==> src/rtl/multicycle_ctrl.sv <==
// multicycle_ctrl: multicycle FSM that sequences fetch/decode/execute/writeback and drives datapath controls
module multicycle_ctrl #(
  parameter bit MEM_HANDSHAKE = 1'b1
) (
  input  logic       clk,
  input  logic       reset_n,
  input  logic [5:0] op,
  input  logic [5:0] funct,
  input  logic       zero,
  input  logic       mem_ready,
  output logic       pc_en,
  output logic       iord,
  output logic       mem_write,
  output logic       ir_write,
  output logic       reg_dst,
  output logic       mem_to_reg,
  output logic       reg_write,
  output logic       alu_src_a,
  output logic [1:0] alu_src_b,
  output logic [2:0] alu_control,
  output logic [1:0] pc_src,
  output logic       illegal
);
  localparam logic [3:0] S_FETCH    = 4'd0;
  localparam logic [3:0] S_DECODE   = 4'd1;
  localparam logic [3:0] S_MEMADR   = 4'd2;
  localparam logic [3:0] S_MEMREAD  = 4'd3;
  localparam logic [3:0] S_MEMWB    = 4'd4;
  localparam logic [3:0] S_MEMWRITE = 4'd5;
  localparam logic [3:0] S_EXECUTE  = 4'd6;
  localparam logic [3:0] S_ALUWB    = 4'd7;
  localparam logic [3:0] S_BRANCH   = 4'd8;
  localparam logic [3:0] S_ADDIEX   = 4'd9;
  localparam logic [3:0] S_ADDIWB   = 4'd10;
  localparam logic [3:0] S_JUMP     = 4'd11;
  localparam logic [3:0] S_TRAP     = 4'd12;

  logic [3:0] state_q, state_d;
  logic       rdy, r_ok, is_mem;
  logic       pc_write, branch, ir_w, mem_w, reg_w, ill;

  assign rdy    = MEM_HANDSHAKE ? mem_ready : 1'b1;
  assign r_ok   = (op == 6'b000000) && (funct == 6'b100000 || funct == 6'b100010 ||
                                        funct == 6'b100100 || funct == 6'b100101);
  assign is_mem = (op == 6'b100011) || (op == 6'b101011);

  // state register; reset abandons any instruction in flight and restarts at FETCH
  always_ff @(posedge clk or negedge reset_n) begin
    if (!reset_n) state_q <= S_FETCH;
    else          state_q <= state_d;
  end

  // next-state logic; unused codes fall through to FETCH
  always_comb begin
    state_d = S_FETCH;
    case (state_q)
      S_FETCH:    state_d = rdy ? S_DECODE : S_FETCH;
      S_DECODE:   state_d = is_mem ? S_MEMADR : r_ok ? S_EXECUTE : (op == 6'b000100) ? S_BRANCH :
                            (op == 6'b001000) ? S_ADDIEX : (op == 6'b000010) ? S_JUMP : S_TRAP;
      S_MEMADR:   state_d = (op == 6'b100011) ? S_MEMREAD : S_MEMWRITE;
      S_MEMREAD:  state_d = rdy ? S_MEMWB : S_MEMREAD;
      S_MEMWRITE: state_d = rdy ? S_FETCH : S_MEMWRITE;
      S_EXECUTE:  state_d = S_ALUWB;
      S_ADDIEX:   state_d = S_ADDIWB;
      default:    state_d = S_FETCH;
    endcase
  end

  // output decode; write enables are masked while reset is held
  always_comb begin
    pc_write    = 1'b0;
    branch      = 1'b0;
    ir_w        = 1'b0;
    mem_w       = 1'b0;
    reg_w       = 1'b0;
    ill         = 1'b0;
    iord        = 1'b0;
    reg_dst     = 1'b0;
    mem_to_reg  = 1'b0;
    alu_src_a   = 1'b0;
    alu_src_b   = 2'b00;
    alu_control = 3'b010;
    pc_src      = 2'b00;
    case (state_q)
      S_FETCH: begin
        alu_src_b = 2'b01;
        ir_w      = rdy;
        pc_write  = rdy;
      end
      S_DECODE:   alu_src_b = 2'b11;
      S_MEMADR: begin
        alu_src_a = 1'b1;
        alu_src_b = 2'b10;
      end
      S_MEMREAD:  iord = 1'b1;
      S_MEMWB: begin
        mem_to_reg = 1'b1;
        reg_w      = 1'b1;
      end
      S_MEMWRITE: begin
        iord  = 1'b1;
        mem_w = 1'b1;
      end
      S_EXECUTE: begin
        alu_src_a   = 1'b1;
        alu_control = (funct == 6'b100010) ? 3'b110 : (funct == 6'b100100) ? 3'b000 :
                      (funct == 6'b100101) ? 3'b001 : 3'b010;
      end
      S_ALUWB: begin
        reg_dst = 1'b1;
        reg_w   = 1'b1;
      end
      S_BRANCH: begin
        alu_src_a   = 1'b1;
        alu_control = 3'b110;
        branch      = 1'b1;
        pc_src      = 2'b01;
      end
      S_ADDIEX: begin
        alu_src_a = 1'b1;
        alu_src_b = 2'b10;
      end
      S_ADDIWB:   reg_w = 1'b1;
      S_JUMP: begin
        pc_src   = 2'b10;
        pc_write = 1'b1;
      end
      S_TRAP:     ill = 1'b1;
      default:    alu_src_b = 2'b01;
    endcase
  end

  assign pc_en     = reset_n & (pc_write | (branch & zero));
  assign ir_write  = reset_n & ir_w;
  assign mem_write = reset_n & mem_w;
  assign reg_write = reset_n & reg_w;
  assign illegal   = reset_n & ill;
endmodule

==> config.mk <==
export PLATFORM = sky130hd
export DESIGN_NAME = multicycle_ctrl
export DESIGN_NICKNAME = d
export VERILOG_FILES = /design/src/rtl/multicycle_ctrl.sv
export SDC_FILE = /design/constraint.sdc
export NUM_CORES = 1
export LEC_CHECK = 0
export CAP_MARGIN = 10
export CORE_MARGIN = 1
export CORE_UTILIZATION = 41
export CTS_CLUSTER_DIAMETER = 30
export DETAILED_ROUTE_END_ITERATION = 6
export PLACE_DENSITY = 0.83
export SLEW_MARGIN = 20
export SYNTH_ARGS = -nofsm -noshare
export SYNTH_HDL_FRONTEND = slang
export SYNTH_SLANG_ARGS = --single-unit
export TNS_END_PERCENT = 1
==> constraint.sdc <==
create_clock -name clk -period 1.85 [get_ports clk]
set_input_delay 0.2775 -clock clk [delete_from_list [all_inputs] [get_ports clk]]
set_output_delay 0.2775 -clock clk [all_outputs]
set_load 0.005 [all_outputs]
; After elaboration in Yosys (flattened, before gate mapping)
; Cells that the tools add are included.
; Widths: inputs -> output; s select.
[totals]
out_inout_bits = 16
register_bits = 4
elab_cells = 67
in_bits = 16
[classes]
n_bitwise = 7
n_mux = 26
eq_ne = 21
n_reduce_logical = 12
[ops]
columns = op, count
row1 = $eq 6x6->1 const B, 6
row2 = $pmux 4 s7, 1
row3 = $mux 3, 7
row4 = $eq 4x4->1 const B, 5
row5 = $eq 4x3->1 const B, 4
row6 = $mux 1, 10
row7 = $reduce_or 9->1, 1
row8 = $eq 4x2->1 const B, 2
row9 = $mux 4, 2
row10 = $and 1x1->1, 6
row11 = $eq 6x2->1 const B, 1
row12 = $eq 6x3->1 const B, 1
row13 = $eq 6x4->1 const B, 1
row14 = $logic_not 6->1, 1
row15 = $pmux 2 s3, 1
row16 = $pmux 3 s2, 1
row17 = $eq 4x1->1 const B, 1
row18 = $logic_not 4->1, 1
row19 = $logic_or 1x1->1, 4
row20 = $mux 2, 2
row21 = $pmux 2 s2, 1
row22 = $reduce_or 2->1, 2
row23 = $reduce_or 4->1, 1
row24 = $reduce_or 3->1, 1
row25 = 3 further kinds, 3

; Logic depth before layout (Yosys ltp)
; Gate-level depths: netlist of the first run.
[logic_depth]
word_depth = 8
mapped_depth = 5
mapped_depth_nobuf = 4

; Least setup slack after synthesis of the first run
; No wires, ideal clock.
[synth_timing]
kind = input to output
startpoint = input funct[3]
endpoint = output alu_control[0]
path_stages = 4
t_required_ps = 1572
slack_ps = 385
arrival_ps = 1187
path_buffers = 0
cell_sequence = or3b_4 -> nor4b_2 -> nand3b_1 -> nor2_1
[synth_via]
elab_chain_cells = 5
word_cells_on_any_way = 7
classes_between = eq/ne: 3 / mux: 4
[synth_lines]
columns = item, line
row1 = "start, declared", 8  ; input logic [5:0] funct,
row2 = $eq 6x6->1, 107  ; (funct == 6'b100101) ? 3'b001 : 3'b010;
row3 = $mux 2, 107
row4 = $mux 2, 106  ; alu_control = (funct == 6'b100010) ? 3'b110 : (funct == 6'b100100) ? 3'b000 :
row5 = $mux 3 *, 106
row6 = $pmux 3 s2 *, 84  ; case (state_q)
row7 = "end, declared", 20  ; output logic [2:0] alu_control,
; Mark *: on every way between the ends. The rest lies on a longest branch, timed or not.

; Worst setup path in the final report of the first run
[layout_timing]
startpoint = register state_q[1]
endpoint = output illegal
[layout_via]
elab_chain_cells = 3
[layout_lines]
columns = item, line
row1 = "start, declared", 38  ; logic [3:0] state_q, state_d;
row2 = "start signal, assigned", 50  ; else state_q <= state_d;
row3 = $eq 4x4->1, 84
row4 = $mux 1, 84
row5 = $and 1x1->1, 137  ; assign illegal = reset_n & ill;
row6 = "end, declared", 22  ; output logic illegal
; Every way passes these cells.

==> results of run 1 <==
per-layer routing:
layer | up-vias | global-route usage, % | wire length [um]
met1 | 374 | 30.03 | 934
met3 | 4 | 2.222 | 93
met4 | 0 | 12.50 | 42
met5 | - | 0 | 0
li1 | 407 | - | -
met2 | 25 | 50.00 | 1145
worst paths after layout:
kind,from,to,slack [ns],depth (start not counted)
setup / recovery,state_q[1],illegal,-0.02,4
hold / removal,reset_n,state_q[3],0.43,2
setup reg to reg,state_q[3],state_q[2],0.42,6
hold reg to reg,state_q[3],state_q[3],0.69,2
max in group asynchronous,reset_n,state_q[2],1.30,2
min in group clk,state_q[3],state_q[3],0.69,2
kinds of logic (layout without fill, tap and decap cells):
kind of cell           count (synthesis)  count (layout)  synth area share [%]
AND/OR/NAND/NOR                       49              49                 45.98
buffers and inverters                  7              58                 4.743
AO/OA/AOI/OAI                         18              18                 23.30
flip-flops                             4               4                 16.50
multiplexers                           4               4                 6.598
XOR/XNOR                               2               2                 2.887
cell type report:
type	instances	area share, %
Multi-Input combinational cell	73	45.52
Inverter	2	0.6645
Timing Repair Buffer	53	40.97
Tap cell	15	1.661
Sequential cell	4	9.192
Clock buffer	3	1.993
power by group through the flow:
| stage | clock network (uW) | logic [uW] | registers (uW) |
|---|---|---|---|
| after detailed placement | 0 | 767 | 191 |
| after floorplan | 0 | 410 | 147 |
| after global routing | 125 | 926 | 188 |
| after CTS | 110 | 783 | 210 |
| after global placement | 0 | 748 | 188 |
| final | 115 | 868 | 187 |
placed cells by master (no fill, tap or decap), drive strengths merged, types with 3 or more instances in the layout:
cell	Yosys	layout
buf	2	24
clkdlybuf4s50	0	15
nor2	15	15
dlygate4sd2	0	10
nand2	7	7
a21oi	6	6
nor3	6	6
or3	4	4
o21ai	4	4
mux2i	4	4
dfrtp	4	4
nor2b	3	3
clkbuf	3	3
nand2b	3	3
metrics by stage:
stage                     power, uW  hold WS, ns  setup TNS (ns)
after global routing           1239       0.4459         -0.2443
after floorplan               556.3     -0.01809               0
after global placement        936.4       0.6174          -1.621
after detailed placement      957.5       0.6210          -1.765
after CTS                      1103       0.4274               0
final                          1170       0.4346        -0.01782
what timing repair did:
item / in CTS / in global routing
setup endpoints to repair: 15 / 6
buffers inserted: 2 / 3
resized for setup: 33 / 3
pin swaps: 6 / 3
==> impl_metrics.toml, run 1 <==
[sta]
fin_ws_ns = -0.01782
timing.final.crit_share_pct = 101.0
min_period_ns = 1.868
drv_slew = 0
hold_viol_final = 0
max_freq_ghz = 0.5354
slew_headroom_pct = 80.76
setup_viol = 1
finClkSkew_ns = 0.002668
tightest_slew_ns = 0.2886
rsz0062_at_grt = "true"

[flow_run]
timing.max_cap.violations = 0

[placement]
dpl-instance-area_sq_um = 1042
place_congestion = 0.7592
pre_cts_ws_ns = -0.5331
dp_cells = 142
dpl.hpwl_um = 1477
io_buffers = 31

[global_routing]
first_global_vias = 713
gr-total-overflow = 0
grt_max_degree = 13
grt_usage_pct = 26.85
grt_pass1_wl_um = 2946
antenna_found_initial = 0

[critical_path]
crit_top_cell = "nor2_1"
cp_num_buf_inv = 1
crit_type = "flop to output pin"
required_ns = 1.57
cp_top_family = "buffers and inverters"
path_max_fanout = 12
worst_path_largest_cell_delay_ns = 0.50
end_kind = "output pin"
crit_chain = "nor2_1 -> nand2_1 -> nor2_1 -> clkdlybuf4s50_1"
critical_path_arrival_ns = 1.59
slowest_stage = "clkdlybuf4s50_1"
startpoint_type = "flop"

[clocking]
cts_buffer_depth = 2
cts_root_buffer = "clkbuf_4"
numCtsBuffers = 3
htreeDepth = 1
clk-insertion-delay-late_ns = 0.24
cts_tree = "done"
path_clk_slew_ns = 0.04
clock-sinks = 4
ctsHoldBuffers = 0

[drt]
drt-initial-drc-count = 11
drc = 0
vias = 810
wl_per_cell_um = 14.77
drt_pre_antenna_iters = 4
ant_nets = 0
routed_wl_um = 2215
viasPerCell = 5.400

[finish]
nNetsFinal = 153
largest_reg_flops = 4
fin_cells = 150
reg.largest.list = "state_q x4"
multiInputGateArea_sq_um = 514.2
n_fill_cell = 84
drive_gt1_share_pct = 33.33
final_core_util_pct = 84.71
largest_register = "state_q"
syn_to_final_growth_pct = 86.18
num_antenna_cells = 0
design_area_sq_um = 1130
regArea_sq_um = 103.9

[die]
core_sq_um = 1334
io_pins = 32
rows = 13
die_w_um = 40.47
initial_utilization_pct = 45.50
die_height_um = 40.47
die-area_sq_um = 1638

[synth]
synth.top_cell.area_share_pct = 16.49
ys_seq_area_share_pct = 16.49
synth_common_cells = "nor2_1 (15), nand2_1 (7), a21oi_1 (6)"
synth_area_sq_um = 606.8
synth_seq_cells = 4
synth_ff_type = "dfrtp_1"
synthCells = 84
synth-edff-count = 0
async_reset_ff_share_pct = 100.0
syn_avg_cell_area_sq_um = 7.224
yosysTopAreaCell = "dfrtp_1"
ys_top_cells_by_area = "dfrtp_1 (16%), nor2_1 (9.3%), mux2i_1 (6.6%)"
syn_nets = 100
synth.distinct_cells = 33
yosysWarningCount = 0
yosysMostFrequentCell = "nor2_1"

[pwr]
p_comb_share_pct = 74.2
sw_frac_of_total_pct = 43.01
p_sw_uw = 503.4
p_leak_uw = 0.0005085
power_density_nw_per_um2 = 1036
peakVddDrop_mv = 0.7270
seqPwrFrac_pct = 15.9
internal-power_uw = 667.0
power_frac_clock_pct = 9.9

[status]
violations = "setup timing"
outcome = "finished, violations left"

[min_path]
hold_class = "input pin to asynchronous set/reset pin"
Power figures use the tool's default switching activity.
==> run 2, diff against run 1 <==
- CORE_MARGIN: 1 -> 3
==> run 2 against run 1 <==
  * The flow still finishes with violations (setup timing)
  * Final cell count up 1.3%
  * Via count grew 9.0%
  * Non-clock buffer count up 2
  * Sequential power is 5% lower
  * Total power grew 2.7%
  * Critical path depth unchanged
  * Register-to-register slack worse by 0.04 ns
  * Sequential share of layout area is 0.34 points lower
  * Clock-buffer cell count unchanged
  * Highest routed layer unchanged
==> impl_metrics.toml, run 2 (same netlist as run 1, synthesis figures left out) <==
[critical_path]
crit_type = "flop to output pin"
cp_num_buf_inv = 2
cp_top_family = "buffers and inverters"
slowest_stage = "dfrtp_2"
reg2reg_to = "state_q[2]"
worst_path_largest_cell_delay_ns = 0.47
path_max_fanout = 7
ff2ff_path_depth = 5
crit_chain = "buf_2 -> or3_1 -> o21ai_0 -> dlygate4sd2_1"
r2r_setup_slack_ns = 0.38
startpoint_type = "flop"
critical_path_arrival_ns = 1.63
end_kind = "output pin"
r2r_start = "state_q[1]"
required_ns = 1.57

[sta]
slew_headroom_pct = 81.44
rsz0062_at_grt = "true"
tightest_slew_ns = 0.2764
hold_viol_final = 0
fin_setup_tns_ns = -0.07741
drv_slew = 0
hold-worst-slack_ns = 0.4393
min_period_ns = 1.909
fin_ws_ns = -0.05892
timing.final.crit_share_pct = 103.2
setup_viol = 2
finClkSkew_ns = 0.0008158
max_freq_ghz = 0.5239

[clocking]
cts_root_buffer = "clkbuf_4"
clk-insertion-delay-late_ns = 0.23
cts_buffer_depth = 2
cts_tree = "done"
htreeDepth = 1
numCtsBuffers = 3
path_clk_slew_ns = 0.04
clock-sinks = 4

[finish]
syn_to_final_growth_pct = 93.40
final_common_cell = "buf_4"
largest_reg_flops = 4
design_area_sq_um = 1174
largest_register = "state_q"
final_cell_mix = "buf_4 (23), clkdlybuf4s50_1 (14), nor2_1 (13), dlymetal6s2s_1 (8), nand2_1 (7)"
reg.largest.list = "state_q x4"
num_antenna_cells = 0
nNetsFinal = 155
drive_gt1_share_pct = 36.50
fin_cells = 152

[placement]
place_congestion = 0.7818
dp_cells = 144
dpl-instance-area_sq_um = 1057
io_buffers = 31
dpl.hpwl_um = 1696

[die]
die_height_um = 44.47
io_pins = 32
core_sq_um = 1350
rows = 13
die_w_um = 44.47
initial_utilization_pct = 44.95
die-area_sq_um = 1978

[global_routing]
grt_usage_pct = 24.94
grt_max_degree = 12
antenna_found_initial = 0
grt_pass1_wl_um = 3657
gr-total-overflow = 0
first_global_vias = 834

[drt]
wl_per_cell_um = 16.32
drc = 0
drt-initial-drc-count = 18
vias = 883
viasPerCell = 5.809
ant_nets = 0
routed_wl_um = 2481
drt_pre_antenna_iters = 4

[status]
violations = "setup timing"
outcome = "finished, violations left"

[min_path]
hold_class = "input pin to asynchronous set/reset pin"

[pwr]
p_leak_uw = 0.0005905
peakVddDrop_mv = 0.8371
power_density_nw_per_um2 = 1024

[flow_run]
timing.max_cap.violations = 0
run 2: cell count changes in the layout (fill, tap and decap cells not counted), sizes merged:
cell	before	now
clkdlybuf4s15	2	1
dlygate4sd2	10	5
clkbuf	3	4
buf	24	26
dlymetal6s2s	2	8
clkdlybuf4s50	15	14
run 2: where the power goes:
part	total, uW	leakage (uW)	internal [uW]	switching [uW]
sequential	178	0.0000484	126	52.0
clock	112	0.0000138	72.9	39.6
combinational	911	0.000528	477	433
total	1200	0.000590	677	525
run 2: metal layers:
metal | vias to the layer above | global-route usage, % | wire length, um
met3 | 10 | 5.691 | 176
met2 | 50 | 49.57 | 1293
met1 | 407 | 26.03 | 964
met5 | - | 0 | 0
met4 | 0 | 4.217 | 47
li1 | 416 | - | -
run 2: metrics by stage:
| step | power [uW] | setup WS [ns] | util, % |
|---|---|---|---|
| after floorplan | 556.3 | 0.3853 | - |
| after global placement | 947.3 | -0.4961 | 78.31 |
| after detailed placement | 990.1 | -0.5304 | 78.31 |
| after CTS | 1113 | -0.2222 | 81.74 |
| after global routing | 1282 | -0.1086 | 86.93 |
| final | 1202 | -0.05892 | 86.93 |
run 2: how the worst max path moves through the flow:
stage | start | end | slack (ns) | cells after the start
global route | state_q[1] | alu_src_b[0] | -0.11 | 4
CTS | funct[3] | alu_control[0] | -0.22 | 6
global placement | funct[5] | alu_control[0] | -0.50 | 6
floorplan | funct[3] | alu_control[0] | 0.39 | 4
finish | state_q[1] | alu_src_b[0] | -0.06 | 4
detailed placement | funct[5] | alu_control[0] | -0.53 | 6
run 2: area by class of cell:
class / count / area (sq um)
inverters: 2 / 7.507
fillers: 74 / 176.4
flip-flops and latches: 4 / 103.9
multi-input cells: 73 / 528.0
repair buffers: 55 / 493.0
clock buffers: 3 / 22.52
well taps: 15 / 18.77
run 2: timing repair:
item | in CTS | in global routing
buffers inserted | 1 | 4
hold buffers | 0 | 0
endpoints found under the setup margin | 16 | 15
hold endpoints to repair | 0 | 0
resized for setup | 18 | 19
pin swaps | 3 | 4
==> run 3, diff against run 2 <==
--- a/constraint.sdc
+++ b/constraint.sdc
@@ -3,2 +3,2 @@
 set_output_delay 0.2775 -clock clk [all_outputs]
-set_load 0.005 [all_outputs]
+set_load 0.05 [all_outputs]
==> run 3 against run 2 <==
  * The run still ends with setup timing left
  * Hold slack worse by 0.17 ns
  * Critical path type unchanged
  * Non-clock buffer count down 9
  * Sequential share of layout area down 0.63 points
  * Highest routed layer unchanged
  * Die area unchanged
  * Critical endpoint is now reg_write
  * Via count down 6.2%
  * Setup slack better by 0.049 ns
  * Combinational power up 60%
==> impl_metrics.toml, run 3 (same netlist as run 1, synthesis figures left out) <==
[clocking]
clock-sinks = 4
path_clk_slew_ns = 0.04
htreeDepth = 1
numCtsBuffers = 3
cts_buffer_depth = 2
cts_root_buffer = "clkbuf_4"
clk-insertion-delay-late_ns = 0.23
cts_tree = "done"

[finish]
syn_to_final_growth_pct = 108.2
design_area_sq_um = 1264
largest_register = "state_q"
reg.largest.list = "state_q x4"
fin_cells = 143
n_fill_cell = 41
largest_reg_flops = 4
nNetsFinal = 146
final_cell_mix = "buf_4 (15), nor2_1 (14), buf_12 (14), clkdlybuf4s50_1 (12), nand2_1 (7)"
num_antenna_cells = 0
drive_gt1_share_pct = 45.31
final_common_cell = "buf_4"

[global_routing]
grt_max_degree = 14
grt_pass1_wl_um = 3926
grt_usage_pct = 27.03
antenna_found_initial = 0
gr-total-overflow = 0
first_global_vias = 880

[drt]
ant_nets = 0
drt_pre_antenna_iters = 4
vias = 828
viasPerCell = 5.790
drt-initial-drc-count = 17
routed_wl_um = 2473
drc = 0
wl_per_cell_um = 17.29

[critical_path]
crit_type = "flop to output pin"
startpoint_type = "flop"
critical_path_arrival_ns = 1.58
required_ns = 1.57
end_kind = "output pin"
path_max_fanout = 8

[die]
core_sq_um = 1350
die-area_sq_um = 1978
die_w_um = 44.47
io_pins = 32
initial_utilization_pct = 44.95
die_height_um = 44.47
rows = 13

[pwr]
power_density_nw_per_um2 = 1404
p_leak_uw = 0.0004910
peakVddDrop_mv = 0.9825

[sta]
tightest_slew_ns = 0.3349
max_freq_ghz = 0.5376
min_period_ns = 1.860
drv_slew = 0
timing.final.crit_share_pct = 100.5
finClkSkew_ns = 0.0003916
hold_viol_final = 0
hold-worst-slack_ns = 0.2672
fin_ws_ns = -0.01013
rsz0062_at_grt = "true"
setup_viol = 1
slew_headroom_pct = 77.55

[placement]
dp_cells = 138
io_buffers = 31
dpl.hpwl_um = 1919
dpl-instance-area_sq_um = 1190
place_congestion = 0.8421
pre_cts_ws_ns = -0.2963

[status]
violations = "setup timing"
outcome = "finished, violations left"

[flow_run]
timing.max_cap.violations = 0

[min_path]
hold_class = "input pin to asynchronous set/reset pin"
## run 3: cell types whose count changed in the layout (fill, tap and decap cells not counted), moves of 2 or more
cell / previous run / this run
buf_12: 0 / 14
buf_4: 23 / 15
dlymetal6s2s_1: 8 / 0
dlygate4sd2_1: 5 / 0
clkdlybuf4s50_1: 14 / 12
nor2_2: 2 / 0
nor3_2: 3 / 5
o21ai_0: 4 / 2
o21ai_1: 0 / 2
## run 3: report_power, final
part           internal [uW]  switching, uW
logic                    681            781
clock network           72.7           38.1
registers                126           75.2
total                    880            895
## run 3: what timing repair did
| item | in CTS | in global routing |
|---|---|---|
| gates cloned | 0 | 0 |
| pin swaps | 4 | 6 |
| setup endpoints to repair | 7 | 7 |
| hold buffers | 0 | 0 |
| resized for setup | 13 | 8 |
| setup buffers | 1 | 1 |
## run 3: metrics by stage
stage / util [%] / power [uW] / TNS (ns)
after floorplan: - / 911.3 / -1.354
after global placement: 88.14 / 1521 / -0.6844
after detailed placement: 88.14 / 1578 / -0.9755
after CTS: 90.92 / 1719 / -0.01502
after global routing: 93.61 / 1858 / -0.2376
final: 93.61 / 1774 / -0.01013
## run 3: path summary, 6_finish.rpt
| path | from | end | slack [ns] | cells after the start |
|---|---|---|---|---|
| worst max register to register | state_q[2] | state_q[2] | 0.46 | 5 |
| max in group asynchronous | reset_n | state_q[2] | 1.26 | 2 |
| worst max-delay path | state_q[0] | reg_write | -0.01 | 5 |
| min in group clk | state_q[3] | state_q[0] | 0.60 | 2 |
| worst min-delay path | reset_n | state_q[0] | 0.27 | 1 |
| worst min register to register | state_q[3] | state_q[0] | 0.60 | 2 |
## run 3: area by class of cell
class,instances,area (sq um),area share [%]
clock buffer,3,22.52,1.782
timing repair buffer,46,569.3,45.05
inverter,2,7.507,0.5941
multi-input combinational,73,541.8,42.87
tap,15,18.77,1.485
sequential,4,103.9,8.218
## run 3: per-layer routing
layer,routed length [um],track usage (%),vias up
met5,0,0,-
li1,-,-,394
met2,1281,49.28,45
met3,148,2.846,10
met4,95,20.48,0
met1,948,27.56,379
## run 3: worst max-delay path, stage by stage, from the launching register on
cell	delay (ns)
dfrtp_2	0.49
buf_4	0.18
mux2i_1	0.23
a21oi_1	0.11
nor2b_2	0.18
buf_12	0.15
